**src/rtl/ethernet_cfg_master.sv**
```systemverilog
// Avalon-MM master that soft-resets the Ethernet MAC, programs its station
// address and frame length, enables TX/RX, and reports done or error.
module ethernet_cfg_master #(
  parameter int unsigned FRM_LENGTH  = 1518,
  parameter int unsigned MAX_POLLS   = 16,
  parameter int unsigned RDV_TIMEOUT = 255
) (
  input  logic        clk_clk,
  input  logic        reset_reset_n,
  input  logic        start,
  input  logic [47:0] mac_addr,
  output logic        busy,
  output logic        done,
  output logic        error,
  output logic [10:0] avm_address,
  output logic        avm_read,
  output logic        avm_write,
  output logic [31:0] avm_writedata,
  output logic [3:0]  avm_byteenable,
  output logic [4:0]  avm_burstcount,
  input  logic [31:0] avm_readdata,
  input  logic        avm_readdatavalid,
  input  logic        avm_waitrequest
);

  localparam int unsigned RW  = (RDV_TIMEOUT < 1) ? 1 : $clog2(RDV_TIMEOUT + 1);
  localparam int unsigned PW0 = $clog2(MAX_POLLS + 1);
  localparam int unsigned PW  = (PW0 < 5) ? 5 : PW0;
  localparam logic [RW-1:0] RDV_LIMIT  = RW'(RDV_TIMEOUT);
  localparam logic [PW-1:0] POLL_LIMIT = PW'(MAX_POLLS);

  typedef enum logic [2:0] {
    IDLE, WR, RD, WAIT_RDV, CHECK, DONE, ERR
  } state_e;

  state_e        state_q, state_d;
  logic [2:0]    step_q, step_d;
  logic [47:0]   mac_q, mac_d;
  logic [RW-1:0] rdv_cnt_q, rdv_cnt_d;
  logic [PW-1:0] poll_cnt_q, poll_cnt_d;
  logic [2:0]    rbits_q, rbits_d;   // {SW_RESET, RX_ENA, TX_ENA} from last read
  logic [10:0]   addr_q, addr_d;
  logic [31:0]   wdata_q, wdata_d;
  logic          rd_q, rd_d;
  logic          wr_q, wr_d;

  logic          launch;
  logic [2:0]    launch_step;
  logic [PW-1:0] poll_next;
  logic          unused_rdata;

  assign unused_rdata = ^{avm_readdata[31:14], avm_readdata[12:2]};

  always_ff @(posedge clk_clk or negedge reset_reset_n) begin
    if (!reset_reset_n) begin
      state_q    <= IDLE;
      step_q     <= '0;
      mac_q      <= '0;
      rdv_cnt_q  <= '0;
      poll_cnt_q <= '0;
      rbits_q    <= '0;
      addr_q     <= '0;
      wdata_q    <= '0;
      rd_q       <= 1'b0;
      wr_q       <= 1'b0;
    end else begin
      state_q    <= state_d;
      step_q     <= step_d;
      mac_q      <= mac_d;
      rdv_cnt_q  <= rdv_cnt_d;
      poll_cnt_q <= poll_cnt_d;
      rbits_q    <= rbits_d;
      addr_q     <= addr_d;
      wdata_q    <= wdata_d;
      rd_q       <= rd_d;
      wr_q       <= wr_d;
    end
  end

  always_comb begin
    state_d     = state_q;
    step_d      = step_q;
    mac_d       = mac_q;
    rdv_cnt_d   = rdv_cnt_q;
    poll_cnt_d  = poll_cnt_q;
    rbits_d     = rbits_q;
    addr_d      = addr_q;
    wdata_d     = wdata_q;
    rd_d        = rd_q;
    wr_d        = wr_q;
    launch      = 1'b0;
    launch_step = step_q;
    poll_next   = (poll_cnt_q == '1) ? poll_cnt_q : poll_cnt_q + PW'(1);

    case (state_q)
      IDLE, DONE, ERR: begin
        if (start) begin
          mac_d       = mac_addr;
          poll_cnt_d  = '0;
          launch      = 1'b1;
          launch_step = 3'd0;
        end
      end
      // WR has two phases: command high until accepted, then one idle
      // cycle with the command dropped before the next step is launched.
      WR: begin
        if (wr_q) begin
          if (!avm_waitrequest) begin
            wr_d   = 1'b0;
            step_d = step_q + 3'd1;
            if (step_q == 3'd0) poll_cnt_d = '0;
          end
        end else begin
          launch      = 1'b1;
          launch_step = step_q;
        end
      end
      RD: begin
        if (!avm_waitrequest) begin
          rd_d      = 1'b0;
          rdv_cnt_d = '0;
          state_d   = WAIT_RDV;
        end
      end
      WAIT_RDV: begin
        if (avm_readdatavalid) begin
          rbits_d = {avm_readdata[13], avm_readdata[1:0]};
          state_d = CHECK;
        end else if (rdv_cnt_q == RDV_LIMIT) begin
          state_d = ERR;
        end else begin
          rdv_cnt_d = rdv_cnt_q + RW'(1);
        end
      end
      CHECK: begin
        if (step_q == 3'd1) begin
          poll_cnt_d = poll_next;
          if (!rbits_q[2]) begin
            launch      = 1'b1;
            launch_step = 3'd2;
          end else if (poll_next >= POLL_LIMIT) begin
            state_d = ERR;
          end else begin
            launch      = 1'b1;
            launch_step = 3'd1;
          end
        end else if (step_q == 3'd6) begin
          state_d = (rbits_q[1:0] == 2'b11) ? DONE : ERR;
        end else begin
          state_d = ERR;
        end
      end
      default: state_d = IDLE;
    endcase

    if (launch) begin
      step_d = launch_step;
      rd_d   = 1'b0;
      wr_d   = 1'b0;
      case (launch_step)
        3'd0: begin wr_d = 1'b1; addr_d = 11'h002; wdata_d = 32'h0000_2000; state_d = WR; end
        3'd1: begin rd_d = 1'b1; addr_d = 11'h002; state_d = RD; end
        3'd2: begin wr_d = 1'b1; addr_d = 11'h003; wdata_d = mac_d[31:0]; state_d = WR; end
        3'd3: begin wr_d = 1'b1; addr_d = 11'h004; wdata_d = {16'h0, mac_d[47:32]}; state_d = WR; end
        3'd4: begin wr_d = 1'b1; addr_d = 11'h005; wdata_d = 32'(FRM_LENGTH); state_d = WR; end
        3'd5: begin wr_d = 1'b1; addr_d = 11'h002; wdata_d = 32'h0000_0003; state_d = WR; end
        3'd6: begin rd_d = 1'b1; addr_d = 11'h002; state_d = RD; end
        default: state_d = ERR;
      endcase
    end
  end

  assign busy           = (state_q == WR) || (state_q == RD) ||
                          (state_q == WAIT_RDV) || (state_q == CHECK);
  assign done           = (state_q == DONE);
  assign error          = (state_q == ERR);
  assign avm_address    = addr_q;
  assign avm_writedata  = wdata_q;
  assign avm_read       = rd_q;
  assign avm_write      = wr_q;
  assign avm_byteenable = 4'hF;
  assign avm_burstcount = 5'd1;

endmodule

```
**config.mk**
```make
export PLATFORM = sky130hd
export DESIGN_NAME = ethernet_cfg_master
export DESIGN_NICKNAME = d
export VERILOG_FILES = /design/src/rtl/ethernet_cfg_master.sv
export SDC_FILE = /design/constraint.sdc
export NUM_CORES = 1
export LEC_CHECK = 0
export ABC_AREA = 1
export BUFFER_PORTS_ARGS = -buffer_cell sky130_fd_sc_hd__buf_2
export CORE_MARGIN = 2
export CORE_UTILIZATION = 30
export CTS_CLUSTER_DIAMETER = 100
export CTS_CLUSTER_SIZE = 30
export DETAILED_ROUTE_END_ITERATION = 7
export PLACE_DENSITY = 0.59
export SETUP_SLACK_MARGIN = 0.2
export SKIP_CTS_REPAIR_TIMING = 1
export SLEW_MARGIN = 20
export SYNTH_ARGS = -nofsm -noshare
export SYNTH_HDL_FRONTEND = slang
export SYNTH_SLANG_ARGS = --single-unit
```
**constraint.sdc**
```tcl
create_clock -name clk_clk -period 5.8 [get_ports clk_clk]
set_input_delay 1.45 -clock clk_clk [delete_from_list [all_inputs] [get_ports clk_clk]]
set_output_delay 1.45 -clock clk_clk [all_outputs]
set_load 0.1 [all_outputs]
```
* Yosys cells after proc, flatten, opt, wreduce, memory -nomap -nowiden
Cells that the tools add are included.
** Storage, ports and cells
- Logic and storage cells :: 121
- Bits of input ports :: 85
- Output and inout port bits :: 57
- Bits in registers :: 115
** Cells by class
- Reduce and logical (&&, ||, !) cells :: 26
- Magnitude comparators :: 1
- Muxes and demuxes :: 50
- $add $sub $neg :: 3
- Equality and inequality tests :: 31
** Operators with widths (count)
- $pmux 32 s5 :: 1
- $mux 48 :: 2
- $mux 3 :: 15
- $pmux 11 s4 :: 1
- $mux 5 :: 6
- $mux 8 :: 3
- $eq 3x3->1 const B :: 7
- $ne 2x2->1 const B :: 8
- $pmux 8 s2 :: 1
- $pmux 5 s3 :: 1
- $mux 1 :: 14
- $eq 3x2->1 const B :: 4
- $ne 4x4->1 const B :: 3
- $pmux 3 s2 :: 2
- $pmux 3 s4 :: 1
- $eq 3x1->1 const B :: 3
- $logic_not 3->1 :: 3
- $add 8x1->8 const B :: 1
- $eq 8x8->1 const B :: 1
- $reduce_and 2->1 :: 4
- $reduce_bool 2->1 :: 4
- $reduce_or 4->1 :: 2
- $reduce_and 6->1 :: 1
- $add 5x1->5 const B :: 1
- other kinds (18) :: 22

* Longest topological paths before layout
- Depth after elaboration :: 11
- Mapped depth :: 18

* Least setup slack after synthesis
OpenSTA, ideal clock, no wires.
- Path type :: flip-flop to output port
- From :: register state_q[1]
- To :: output port busy
- Arrival time :: 1629 ps
- Required time :: 4350 ps
- Setup slack :: 2721 ps
- Buffers on the path :: 2
- Cell stages (with the launch flop) :: 8
- Cells stage by stage :: dfrtp_1 -> buf_6 -> nor2_2 -> inv_2 -> nor2_2 -> buf_4 -> inv_1 -> nand2_1
** On the way
- Cells in the longest elaborated chain, start to end :: 4
- Elaborated cells between the ends (all ways) :: 7
** RTL lines
- start, declared :: RTL line 36 : state_e state_q, state_d;
- start signal, assigned :: RTL line 67 : state_q <= state_d;
- $eq 3x1->1 / $eq 3x2->1 (equally long branches) :: RTL line 173 : assign busy = (state_q == WR) || (state_q == RD) ||
- $logic_or 1x1->1 (2 in a row) :: RTL line 173
- $logic_or 1x1->1 (*) :: RTL line 174 : (state_q == WAIT_RDV) || (state_q == CHECK);
- end, declared :: RTL line 12 : output logic busy,
Mark *: on every way between the ends. The rest lies on a longest branch, timed or not.

* Final worst setup path
- From :: input port start
- To :: register wdata_q[11] (netlist: avm_writedata[11])
** On the way
- Cells in the longest elaborated chain, start to end :: 5
- Elaborated cells between the ends (all ways) :: 14
** RTL lines
- start, declared :: RTL line 10 : input logic start,
- $mux 3 :: RTL line 97 : if (start) begin
- $pmux 3 s2 :: RTL line 95 : case (state_q)
- $eq 3x3->1 (tied with other cells) :: RTL line 160 : case (launch_step)
- $reduce_bool 5->1 (no line)
- $reduce_and 2->1 (no line)
- end signal, assigned :: RTL line 74 : wdata_q <= wdata_d;
- end, declared :: RTL line 43 : logic [31:0] wdata_q, wdata_d;
Several ways; a longest one is shown, not always the timed one.
A chain may end at the register's enable or synchronous reset.

==> metrics.txt <==
crit path kind=input pin to flop; status=completed; Rows=48; synthesized flop and latch total=107; worst min path class=flop to flop; sequential area share after synthesis=between 50% and 60%; Critical path buffers and inverters=3; share of the synthesized area in the top cell type=50.4%; core footprint=17,300 sq um; Worst setup EP type=flop; vias in the first global route=between 4,000 and 5,000; Detailed Route WL=13,500 um; fin nets=849; critical path's top delay family=simple AND/OR/NAND/NOR gates; post-layout util=35.7%; Synth Cell Area=5310 sq um; Placer Congestion=0.870; largest net degree at the start of global routing=a little over 50; buffers added on ports=95; dominant synthesized flop cell=dfrtp_1; drt pass-1 iters=6; Worst-Margin Slew=803 ps; most common library cells after synthesis=nand2_1 (287), dfrtp_1 (107), nand3_1 (59), inv_1 (41), nor2_1 (28); first-pass GRT wire length=21,600 um; Die ar.=about 19,000 sq um; GR Util All Layers=14.8%; initial antenna violation count=0; CTS Root Cell=clkbuf_16; Die Width=137 um; worst-skew pair later-pin latency=350 ps; Reg clk slew, reported paths=80 ps; cells along the critical path=buf_2 -> nand2_4 -> inv_2 -> nor2_8 -> inv_2 -> nand2_1 -> nand2_1 -> nor2_1 -> nor2_2 -> nand2_1 -> nand2_1; Critical Path Slowest Stage Cell=inv_2; period utilization=a little over three fifths; top-count cell post-synth=nand2_1; Peak Freq=275 MHz; setup TNS=0 ps; asr flop ratio synth=100%; largest cells by area after synthesis=dfrtp_1 (50%), nand2_1 (20%), nand3_1 (5.6%); Post-synth EDFFs=0; dpl cell area=5860 sq um; final count of pins violating max slew=0; # DRC=0; H-tree depth=3; CTS max path bufs=2; Hold Vio Cnt, Final=0; syn avg cell area=7.82 sq um; Setup crit start kind=input pin; Clock Sinks=107; CTS tree=yes; vias per cell=4.56; skew final=15.5 ps; CP Max Fanout=50; Most Frequent Cell on Critical Path=nand2_1; Detail Route Antenna Nets=0; fraction of layout cells with a size suffix above 1=17.7%; RSZ-0062 raised after global routing=no; Vert. Die Dim=between 100 and 150 um; Max-Cap Viols=0; via count=4,505; Critical Path RT=between 6000 and 7000 ps; Netlist cell types=33; drt first-iter violations=221; starting density of the core=30.7%; post-synthesis cell count=a little under 700; Yosys warnings=0; DPL Wire Length=9050 um; CP max stage delay=roughly 590 ps; synth-to-layout area growth=16.4%; Yosys top cell by area=dfrtp_1; Final Instance Area=6180 sq um; final setup vio count=0; Slew HR=a little under half; top-level port count=about 140; fin crit period=3640 ps; grt ovf=0; CTS buffer count=9; WP data arrival=between 3000 and 4000 ps; Wirelength per Cell=about 14 um
-- worst register-to-register path, stage by stage, from the launching register on --
cell and delay [ps]:
dfrtp_1 470, inv_1 140, nand3_1 120, nand3_2 150, nand2_4 340, inv_2 260, nor2_8 70, inv_2 590
nand2_1 160, nand2_1 130, nor2_1 60, nor2_2 510, nand2_1 150, nand2_1 90
-- layout make-up --
class,instances,area [sq um]
Timing Repair Buffer,98,500
Sequential cell,107,2680
Clock inverter,6,96.3
Fill cell,1861,11100
Clock buffer,10,229
Antenna cell,1,2.50
Multi-Input combinational cell,494,2220
Tap cell,225,282
Inverter,48,180
-- cells in the final DEF, fill, tap and decap left out, drive strengths merged --
cell    count
a21oi       9
a31oi       3
buf        98
bufinv      2
clkbuf     10
clkinv      2
conb       17
dfrtp     107
diode       1
ha          6
inv        50
nand2     292
nand3      61
nand4      16
nor2       34
nor3        4
nor3b       2
o211ai      2
o21ai      40
o22ai       1
o31ai       2
or2         2
xnor2       1
xor2        2
-- state kept, by name, summed over array words and instances (netlist names) --
signal,flops
mac_q,48
avm_writedata,32
rdv_cnt_q,8
poll_cnt_q,5
avm_address,3
rbits_q,3
state_q,3
step_q,3
avm_read,1
avm_write,1
-- final timing paths --
kind	end	slack [ps]	depth (start not counted)	startpoint
setup reg to reg	avm_writedata[11]$_DFFE_PN0P_	2500	13	state_q[1]$_DFFE_PN0P_
max in group asynchronous	mac_q[47]$_DFF_PN0_	3960	2	reset_reset_n
hold / removal	mac_q[21]$_DFF_PN0_	480	2	mac_q[21]$_DFF_PN0_
hold reg to reg	mac_q[21]$_DFF_PN0_	480	2	mac_q[21]$_DFF_PN0_
min in group asynchronous	state_q[0]$_DFFE_PN0P_	950	1	reset_reset_n
setup / recovery	avm_writedata[11]$_DFFE_PN0P_	2160	11	start
-- cell families (layout without fill, tap and decap cells) --
| group | after synthesis | in the layout | share of synthesized area, % |
|---|---|---|---|
| AO/OA/AOI/OAI | 57 | 57 | 5.65 |
| XOR/XNOR | 3 | 3 | 0.495 |
| adder cells (fa/ha/maj) | 6 | 6 | 1.41 |
| buffers and inverters | 93 | 162 | 8.95 |
| flip-flops | 107 | 107 | 50.4 |
| other | 2 | 18 | 0.141 |
| AND/OR/NAND/NOR | 411 | 411 | 32.9 |
-- per-stage QoR --
| stage | hold slack (ps) | setup WS, ps | std cells |
|---|---|---|---|
| floorplan | 440 | 2720 | 694 |
| global placement | 458 | 1760 | 972 |
| detailed placement | 460 | 1720 | 972 |
| CTS | 481 | 2110 | 988 |
| global route | 489 | 1850 | 988 |
| finish | 477 | 2160 | 989 |
-- routing by layer --
| metal | global-route usage (%) | share of wire, % |
|---|---|---|
| met5 | 0 | 0 |
| met2 | 22.3 | 45 |
| met1 | 21.1 | 48 |
| met3 | 2.44 | 5.5 |
| met4 | 5.56 | 1.5 |
Power is not shown: default switching activity piles up to over one toggle a cycle in this logic, so the estimate is an artifact.
